===== config.mk =====
export PLATFORM = sky130hd
export DESIGN_NAME = ppu_compositor
export DESIGN_NICKNAME = d
export VERILOG_FILES = /design/src/rtl/ppu_compositor.sv
export SDC_FILE = /design/constraint.sdc
export NUM_CORES = 1
export LEC_CHECK = 0
export BUFFER_PORTS_ARGS = -buffer_cell sky130_fd_sc_hd__buf_2
export CORE_ASPECT_RATIO = 0.75
export CORE_MARGIN = 3
export CORE_UTILIZATION = 54
export CTS_CLUSTER_SIZE = 12
export DETAILED_ROUTE_END_ITERATION = 6
export GPL_TIMING_DRIVEN = 0
export PLACE_DENSITY = 0.76
export SYNTH_ARGS = -nofsm -noshare
export SYNTH_HDL_FRONTEND = slang
export SYNTH_SLANG_ARGS = --single-unit

===== constraint.sdc =====
create_clock -name clk_in -period 1.9 [get_ports clk_in]
set_input_delay 0.095 -clock clk_in [delete_from_list [all_inputs] [get_ports clk_in]]
set_output_delay 0.095 -clock clk_in [all_outputs]
set_load 0.01 [all_outputs]

===== src/rtl/ppu_compositor.sv =====
// ppu_compositor: composites one background layer with LAYERS-1 sprite channels.
// It resolves priority and left-edge clipping, looks up a 32x6 palette RAM and
// produces the system palette index with 1 or 2 cycles of latency (PIPE_OUT).
// Ports:
//   clk_in, rst_in                      clock, asynchronous active-high reset
//   pix_pulse_in                        per-pixel strobe that qualifies the pixel inputs
//   nes_x_in, nes_y_next_in             current x, next scanline y
//   bg_*/spr_*                          layer indices, priority, primary and clip controls
//   grey_in                             greyscale mask applied at lookup time
//   pal_a_in/pal_d_in/pal_wr_in/pal_rd_in  palette RAM port, owned by ppu_ri
//   pal_d_out, pal_rd_valid_out         registered palette read data and its valid
//   sys_palette_idx_out, sys_valid_out  final colour and its update strobe
//   pri_obj_col_out                     sticky sprite-0 collision flag
module ppu_compositor #(
  parameter int LAYERS   = 3,
  parameter int CLIP_W   = 8,
  parameter int PIPE_OUT = 1
) (
  input  logic                    clk_in,
  input  logic                    rst_in,
  input  logic                    pix_pulse_in,
  input  logic [9:0]              nes_x_in,
  input  logic [9:0]              nes_y_next_in,
  input  logic [3:0]              bg_idx_in,
  input  logic                    bg_clip_en_in,
  input  logic [4*(LAYERS-1)-1:0] spr_idx_in,
  input  logic [LAYERS-2:0]       spr_behind_in,
  input  logic [LAYERS-2:0]       spr_primary_in,
  input  logic                    spr_clip_en_in,
  input  logic                    grey_in,
  input  logic [4:0]              pal_a_in,
  input  logic [5:0]              pal_d_in,
  input  logic                    pal_wr_in,
  input  logic                    pal_rd_in,
  output logic [5:0]              pal_d_out,
  output logic                    pal_rd_valid_out,
  output logic [5:0]              sys_palette_idx_out,
  output logic                    sys_valid_out,
  output logic                    pri_obj_col_out
);

  localparam int NSPR = LAYERS - 1;
  localparam logic [9:0] CLIP_X = 10'(CLIP_W);

  // Entries 0x10/0x14/0x18/0x1C are mirrors of the backdrop entries below them.
  function automatic logic [4:0] eff(input logic [4:0] a);
    return (a[1:0] == 2'b00 && a[4]) ? {1'b0, a[3:0]} : a;
  endfunction

  // ---------------- palette RAM (contents intentionally not reset) -----------
  logic [5:0] pal_ram [32];
  logic [4:0] port_a;
  assign port_a = eff(pal_a_in);

  always_ff @(posedge clk_in) begin
    if (pal_wr_in) pal_ram[port_a] <= pal_d_in;
  end

  always_ff @(posedge clk_in or posedge rst_in) begin
    if (rst_in) begin
      pal_d_out        <= 6'h00;
      pal_rd_valid_out <= 1'b0;
    end else begin
      pal_rd_valid_out <= pal_rd_in;
      // Write-first: a same-cycle write to the read address returns the new data.
      if (pal_rd_in) pal_d_out <= pal_wr_in ? pal_d_in : pal_ram[port_a];
    end
  end

  // ---------------- layer transparency and priority --------------------------
  logic            in_clip;
  logic            bg_opaque;
  logic [NSPR-1:0] spr_opaque;
  assign in_clip   = (nes_x_in < CLIP_X);
  assign bg_opaque = (bg_idx_in[1:0] != 2'b00) && !(bg_clip_en_in && in_clip);

  always_comb begin
    for (int k = 0; k < NSPR; k++) begin
      spr_opaque[k] = (spr_idx_in[4*k +: 2] != 2'b00) && !(spr_clip_en_in && in_clip);
    end
  end

  logic       win_found;
  logic       win_behind;
  logic [3:0] win_idx;
  logic       pri_hit;
  logic [4:0] pix_addr;

  // Scan from the lowest priority upward so the lowest opaque index wins. A
  // behind-priority winner still masks every lower-priority channel.
  always_comb begin
    win_found  = 1'b0;
    win_behind = 1'b0;
    win_idx    = 4'h0;
    pri_hit    = 1'b0;
    for (int k = NSPR - 1; k >= 0; k--) begin
      if (spr_opaque[k]) begin
        win_found  = 1'b1;
        win_behind = spr_behind_in[k];
        win_idx    = spr_idx_in[4*k +: 4];
      end
      if (spr_opaque[k] && spr_primary_in[k]) pri_hit = 1'b1;
    end
    if (win_found && (!win_behind || !bg_opaque)) pix_addr = {1'b1, win_idx};
    else if (bg_opaque)                          pix_addr = {1'b0, bg_idx_in};
    else                                         pix_addr = 5'h00;
  end

  // ---------------- stage 1 and collision flag -------------------------------
  logic [4:0] s1_addr;
  logic       s1_vld;

  always_ff @(posedge clk_in or posedge rst_in) begin
    if (rst_in) begin
      s1_addr         <= 5'h00;
      s1_vld          <= 1'b0;
      pri_obj_col_out <= 1'b0;
    end else begin
      s1_vld <= pix_pulse_in;
      if (pix_pulse_in) s1_addr <= pix_addr;
      if (nes_y_next_in == 10'd0)
        pri_obj_col_out <= 1'b0;
      else if (pix_pulse_in && pri_hit && bg_opaque && nes_x_in != 10'd255)
        pri_obj_col_out <= 1'b1;
    end
  end

  // ---------------- stage 2 lookup -------------------------------------------
  logic [4:0] lk_a;
  logic [5:0] lk_raw;
  logic [5:0] lk_dat;
  logic [5:0] out_q;
  assign lk_a   = eff(s1_addr);
  // Bypass so a write landing in the lookup cycle is seen by this pixel.
  assign lk_raw = (pal_wr_in && port_a == lk_a) ? pal_d_in : pal_ram[lk_a];
  assign lk_dat = grey_in ? (lk_raw & 6'h30) : lk_raw;

  // Last delivered colour, so the output holds between pulses.
  always_ff @(posedge clk_in or posedge rst_in) begin
    if (rst_in)      out_q <= 6'h00;
    else if (s1_vld) out_q <= lk_dat;
  end

  generate
    if (PIPE_OUT != 0) begin : g_reg_out
      logic vld_q;
      always_ff @(posedge clk_in or posedge rst_in) begin
        if (rst_in) vld_q <= 1'b0;
        else        vld_q <= s1_vld;
      end
      assign sys_palette_idx_out = out_q;
      assign sys_valid_out       = vld_q;
    end else begin : g_comb_out
      assign sys_palette_idx_out = s1_vld ? lk_dat : out_q;
      assign sys_valid_out       = s1_vld;
    end
  endgenerate

endmodule


==> impl_metrics.tcl, run 1 <==
set metrics [dict create \
    gp_congestion 1.04 \
    ys_seq_elements 189 \
    numPortBuffers 67 \
    htree_num_levels 4 \
    grt_use_total_pct 33.1 \
    worstPathRequired_ns 2.22 \
    utilization_pct 68.7 \
    route.met3.wl_microns 5260 \
    num-nets-final 810 \
    peakVddDrop_v 0.000694 \
    clk_latency_ns 0.44 \
    core_sq_um 16500 \
    r2r_start "s1_addr[0]" \
    routed_wl_microns 31200 \
    antenna_left 0 \
    arrival_ns 2.37 \
    endpoint_kind "register" \
    cts_buffers 17 \
    post_drt_wl_per_cell_microns 31.9 \
    wl_met1_microns 12200 \
    synthArstFlopShare_pct 11.1 \
    switchingPower_mw 3.05 \
    placed_area_sq_um 9950 \
    slew_headroom_pct 32.7 \
    cp_max_fo 6 \
    initial_core_util_pct 56.7 \
    yosysSeqAreaShare_pct 59.6 \
    slowest_stage "mux4_2" \
    syn_avg_cell_area_sq_um 14.6 \
    instances_no_fill 978 \
    startpoint_type "register" \
    r2r_end "sys_palette_idx_out[0]" \
    place_inst 917 \
    synth_ff_type "edfxtp_1" \
    final_cell_mix "168 x edfxtp_1, 79 x buf_2, 52 x mux2_2" \
    max_cap_viol_count 0 \
    dieArea_sq_um 18900 \
    die_y_microns 120 \
    slowest_delay_ns 0.57 \
    ios 70 \
    cpMostUsedCell "buf_8" \
    rsz0062_at_grt "yes" \
    cts_num_sinks 189 \
    cts_tree "yes" \
    fin_ws_ns -0.146 \
    hp-class "in -> reg" \
    ys_types 55 \
    violations "DRC, setup timing" \
    slew_viol_final 0 \
    antenna_cells 0 \
    fillers 1122 \
    power_frac_clock_pct 34.9 \
    drive_gt1_share_pct 41.3 \
    fmaxAchievable_mhz 489 \
    startpoint "s1_addr[0]" \
    cts_buffer_depth 2 \
    holdWs_ns 0.0261 \
    synthCells 640 \
    fin_crit_sh_pct 108 \
    top_layer "met5" \
    intPower_mw 7.40 \
    fin_crit_ns 2.05 \
    pre_cts_ws_ns -0.857 \
    finClkSkew_ns 0.00940 \
    grt_max_degree 31 \
    met2_length_microns 12800 \
    dp_hpwl_microns 21100 \
    p_per_area_nw_per_um2 924 \
    path_clk_slew_ns 0.07 \
    route.vias.total 7097 \
    drt_pass1_iterations 7 \
    avgViaCountPerCell 7.26 \
    pwr-share-seq_pct 45.2 \
    p_comb_share_pct 19.8 \
    worst_pin_slew_ns 1.01 \
    antenna_found_initial 1 \
    status "finished with violations" \
    switching_share_pct 29.2 \
    reg2reg_slack_ns -0.15 \
    grt_pass1_wl_microns 44300 \
    critPathKind "reg -> reg" \
    rows 40 \
    grt_pass1_vias 6745 \
    path_cells "buf_8, buf_8, mux4_2, or3_4, o311ai_2, or4_1, o21ai_1" \
    final_common_cell "edfxtp_1" \
    hold_viol 0 \
    area_delta_synth_final_pct 21.1 \
    reg2regPathDepth 7 \
    synth_warnings 0 \
    fin_area_sq_um 11300 \
    die_w_microns 158 \
    synth_edf_count 168 \
    clockRootBuffer "clkbuf_16" \
    setup_viol 10 \
    dr.first_iter.drc_count 1397 \
    syn-num-nets 695 \
    mappedNetlistArea_sq_um 9340 \
    globalRouteOverflowTotal 0 \
    leakagePower_nw 3.83 \
    drcViolationCount 2 \
    crit_end "sys_palette_idx_out[0]" \
]
-- area by class of cell --
class / instances / area, sq um / share of cell area [%]
clock buffers: 17 / 425 / 3.76
repair buffers: 98 / 666 / 5.88
clock inverters: 15 / 178 / 1.57
plain buffers: 43 / 354 / 3.13
flip-flops and latches: 189 / 5570 / 49.2
multi-input cells: 396 / 3820 / 33.7
inverters: 10 / 41.3 / 0.365
well taps: 210 / 263 / 2.32
-- stage by stage --
step | power (mW) | setup TNS, ns
after CTS | 10.3 | -3.63
after global placement | 6.39 | -110.37
after detailed placement | 6.42 | -112.58
final | 10.5 | -0.472
after global routing | 10.7 | -1.02
after floorplan | 5.79 | 0
-- how the worst min path moves through the flow --
| stage | start | endpoint | slack, ns | cells past startpoint |
|---|---|---|---|---|
| 2_1_floorplan | rst_in | pal_d_out[0] | 0.07 | 1 |
| 3_3_place_gp | pal_rd_in | pal_rd_valid_out | 0.22 | 1 |
| 3_5_place_dp | pal_rd_in | pal_rd_valid_out | 0.23 | 1 |
| 4_1_cts | spr_idx_in[6] | s1_addr[2] | 0.02 | 3 |
| 5_1_grt | spr_idx_in[6] | s1_addr[2] | 0.05 | 3 |
| 6_report | spr_idx_in[6] | s1_addr[2] | 0.03 | 3 |
-- per-layer routing --
layer	track usage, %	up-vias
li1	-	2849
met4	9.65	2
met5	0	-
met2	44.5	704
met1	50.3	3453
met3	12.5	89
-- flip-flops by register name, summed over array words and instances (netlist names) --
| signal | cells |
|---|---|
| s1_addr | 5 |
| pal_d_out | 6 |
| s1_vld | 1 |
| sys_palette_idx_out | 6 |
| pal_ram | 168 |
| sys_valid_out | 1 |
| pri_obj_col_out | 1 |
| pal_rd_valid_out | 1 |
-- synthesized netlist by cell type (2+ instances only) --
library cell,number,area share [%]
buf_2,18,0.96
nor2_1,50,2.0
xnor2_1,4,0.37
buf_6,7,0.84
nand3_1,14,0.75
o31ai_1,2,0.16
a32oi_1,4,0.37
nor2b_1,10,0.67
buf_1,4,0.16
or3_1,2,0.13
nor3_1,28,1.5
dfrtp_1,21,5.6
mux4_2,42,10
o221ai_1,3,0.28
o311a_1,2,0.21
nand4_1,5,0.33
nand2_1,23,0.92
inv_1,8,0.32
a211oi_1,6,0.48
a22o_1,2,0.19
and3_1,3,0.20
a22oi_1,6,0.48
nor4_1,5,0.33
o22ai_1,20,1.3
a2111oi_0,4,0.37
o311ai_0,2,0.19
a221oi_1,24,2.2
o21ai_0,21,1.1
mux2i_1,22,2.4
a21oi_1,11,0.59
nand2b_1,4,0.27
mux4_1,3,0.84
buf_4,5,0.40
edfxtp_1,168,54
a31oi_1,6,0.40
mux2_2,52,6.3
clkbuf_1,11,0.44
-- what timing repair did --
| action | CTS | global route |
|---|---|---|
| setup endpoints to repair | 141 | 138 |
| endpoints found under the hold margin | 27 | 0 |
| setup buffers | 11 | 8 |
| cloned | 1 | 0 |
| pin swaps | 9 | 10 |
| gates resized for setup | 88 | 50 |
| hold buffers | 11 | 0 |
-- power by group through the flow --
stage | combinational, mW | clock, mW | sequential, mW
finish | 2.07 | 3.65 | 4.73
global route | 2.14 | 3.81 | 4.74
CTS | 1.90 | 3.64 | 4.72
detailed placement | 1.61 | 0 | 4.81
global placement | 1.59 | 0 | 4.81
floorplan | 0.987 | 0 | 4.80
-- critical path: cells and delay by family, from the launching register on --
kind            cells  cell delay [ns]
simple gates        2             0.57
mux                 1             0.57
buf+inv             2             0.27
compound gates      2             0.14
flops               1             0.37
-- logic make-up (layout without fill, tap and decap cells) --
kind of cell	after synthesis	count (layout)	synth area share [%]
AO/OA/AOI/OAI	122	122	9.29
buffers and inverters	55	183	3.21
flip-flops	189	189	59.6
AND/OR/NAND/NOR	150	150	7.62
XOR/XNOR	5	5	0.670
multiplexers	119	119	19.6
No activity file was read; power rests on OpenSTA's default activity.
==> run 2, diff against run 1 <==
- ABC_AREA: not set -> 1
- CORE_UTILIZATION: 54 -> 60
- PLACE_DENSITY: 0.76 -> 0.79
- clock period: 1.9 -> 2.38 ns (I/O delays scaled with it)
==> run 2 against run 1 <==
- the flow finishes with violations (setup timing)
- sequential share of layout area is 1.6 points higher
- setup slack improved by 0.13 ns
- flip-flop and latch count up 24
- critical path type unchanged
- highest routed layer is now met4
==> impl_metrics.tcl, run 2 <==
set metrics [dict create \
    antenna_left 0 \
    largest_reg_flops 192 \
    peakVddDrop_v 0.000595 \
    synth_warnings 0 \
    top_register "pal_ram" \
    path_clk_slew_ns 0.06 \
    dr.first_iter.drc_count 1784 \
    cp_max_fo 10 \
    hold_viol 0 \
    cts_buffers 22 \
    status "finished with violations" \
    synthCells 1275 \
    drt_pass1_iterations 7 \
    startpoint_type "register" \
    worst_pin_slew_ns 0.848 \
    cpMostUsedCell "nand3_1" \
    post_cts_buffers 0 \
    slew_viol_final 0 \
    grt_max_degree 35 \
    antenna_cells 0 \
    rows 42 \
    initial_core_util_pct 61.5 \
    num-nets-final 1450 \
    fin_ws_ns -0.0210 \
    cts_tree "yes" \
    slowest_stage "clkbuf_1" \
    fin_crit_sh_pct 101 \
    violations "setup timing" \
    rsz0062_at_grt "no" \
    routed_wl_microns 35600 \
    avgViaCountPerCell 6.07 \
    setup_viol 1 \
    ys_types 31 \
    fin_setup_tns_ns -0.0210 \
    synth_edf_count 192 \
    drive_gt1_share_pct 11.9 \
    clockRootBuffer "clkbuf_16" \
    core_sq_um 17800 \
    dp_hpwl_microns 24100 \
    globalRouteOverflowTotal 0 \
    max_cap_viol_count 0 \
    endpoint_kind "register" \
    ys_seq_elements 213 \
    arrival_ns 2.84 \
    fmaxAchievable_mhz 416 \
    numPortBuffers 67 \
    synth_most_common_cell "nand2_1" \
    grt_pass1_vias 9203 \
    p_per_area_nw_per_um2 749 \
    syn_avg_cell_area_sq_um 8.57 \
    synth_ff_type "edfxtp_1" \
    synth_common_cells "442 x nand2_1, 192 x edfxtp_1, 137 x inv_1" \
    slew_headroom_pct 43.4 \
    clk_latency_ns 0.52 \
    die_w_microns 162 \
    synthArstFlopShare_pct 9.86 \
    die_y_microns 123 \
    leakagePower_nw 5.35 \
    finClkSkew_ns 0.00976 \
    cts_num_sinks 213 \
    htree_num_levels 1 \
    synth.top_cell.area_share_pct 52.8 \
    reg2reg_slack_ns -0.02 \
    slowest_delay_ns 0.57 \
    yosysSeqAreaShare_pct 57.6 \
    ios 70 \
    antenna_found_initial 0 \
    drcViolationCount 0 \
    dieArea_sq_um 19900 \
    placed_area_sq_um 11700 \
    hp-class "in -> reg" \
    critPathKind "reg -> reg" \
    fin_crit_ns 2.40 \
    grt_use_total_pct 35.6 \
    gp_congestion 1.04 \
    grt_pass1_wl_microns 52600 \
    post_drt_wl_per_cell_microns 21.6 \
    mappedNetlistArea_sq_um 10900 \
    synth_top_area_cell "edfxtp_1" \
    fin_area_sq_um 12400 \
    cts_buffer_depth 3 \
    synth_area_leaders "edfxtp_1 53%, nand2_1 15%, nand3_1 6.1%" \
    route.vias.total 10010 \
    worstPathRequired_ns 2.82 \
    final_cell_mix "442 x nand2_1, 192 x edfxtp_1, 137 x inv_1" \
    path_cells "buf_2, inv_2, clkbuf_1, o211ai_1, nand3_1, nand3_1, nand3_1, nand3_1, a21oi_1" \
    final_common_cell "nand2_1" \
    area_delta_synth_final_pct 13.2 \
]
==> run 2: cell types whose count changed after synthesis, moves of 24 or more <==
cell | before | now
nor3_1 | 28 | 1
inv_1 | 8 | 137
nand3_1 | 14 | 133
nor2_1 | 50 | 110
mux2_2 | 52 | 0
a221oi_1 | 24 | 0
mux4_2 | 42 | 0
o211ai_1 | 0 | 25
edfxtp_1 | 168 | 192
or2_2 | 1 | 26
nand2_1 | 23 | 442
==> run 2: final timing paths <==
check / end / cells past startpoint / startpoint
setup / recovery: sys_palette_idx_out[4] / 9 / s1_addr[1]
hold / removal: s1_addr[3] / 5 / bg_idx_in[3]
setup reg to reg: sys_palette_idx_out[4] / 9 / s1_addr[1]
hold reg to reg: sys_valid_out / 0 / s1_vld
max in group asynchronous: pri_obj_col_out / 3 / rst_in
min in group asynchronous: sys_palette_idx_out[2] / 3 / rst_in
==> run 2: final cells by class <==
type                       count  area [sq um]
buffer                        59           267
clock buffer                  32           619
clock inverter                 3          37.5
fill                        1423          5390
inverter                     144           541
multi-input combinational    882          3920
sequential                   213          6290
tap                          242           303
timing repair buffer          73           395
==> run 2: stage by stage <==
step	power [mW]	utilization [%]	hold WS, ns	setup WS [ns]	instances
floorplan	5.31	-	0.0955	0.817	1298
finish	9.27	69.7	0.00605	-0.0210	1648
global route	9.52	69.7	0.0160	0.00283	1648
CTS	9.18	69.6	0.00164	0.160	1648
global placement	5.93	65.6	0.261	-0.211	1607
detailed placement	5.96	65.6	0.267	-0.247	1607
==> run 2: cell families (layout without fill, tap and decap cells) <==
kind of cell	after synthesis	count (layout)	share of synthesized area (%)
compound gates	118	118	6.56
xor+xnor	1	1	0.0802
buf+inv	203	311	7.34
simple gates	739	739	28.4
other cells	1	24	0.0343
flops	213	213	57.6
==> run 2: timing repair <==
| item | CTS | global route |
|---|---|---|
| hold endpoints to repair | 29 | 0 |
| hold buffers | 6 | 0 |
| resized for setup | 1 | 5 |
| endpoints found under the setup margin | 1 | 4 |
==> run 2: power breakdown <==
group / internal, mW / total [mW] / switching [mW]
Sequential: 4.21 / 4.27 / 0.0610
Clock: 1.89 / 3.27 / 1.37
Combinational: 0.489 / 1.74 / 1.25
==> run 2: worst max-delay path: cells and delay by family (launching register included) <==
kind                   cells  cell delay [ns]
buffers and inverters      3             1.03
AND/OR/NAND/NOR            4             0.59
flip-flops                 1             0.36
AO/OA/AOI/OAI              2             0.32
==> run 2: metal layers <==
layer,track usage [%],share of wire [%]
met1,50.0,38
met3,13.1,17
met4,12.5,4.5
met5,0,0
met2,51.3,40
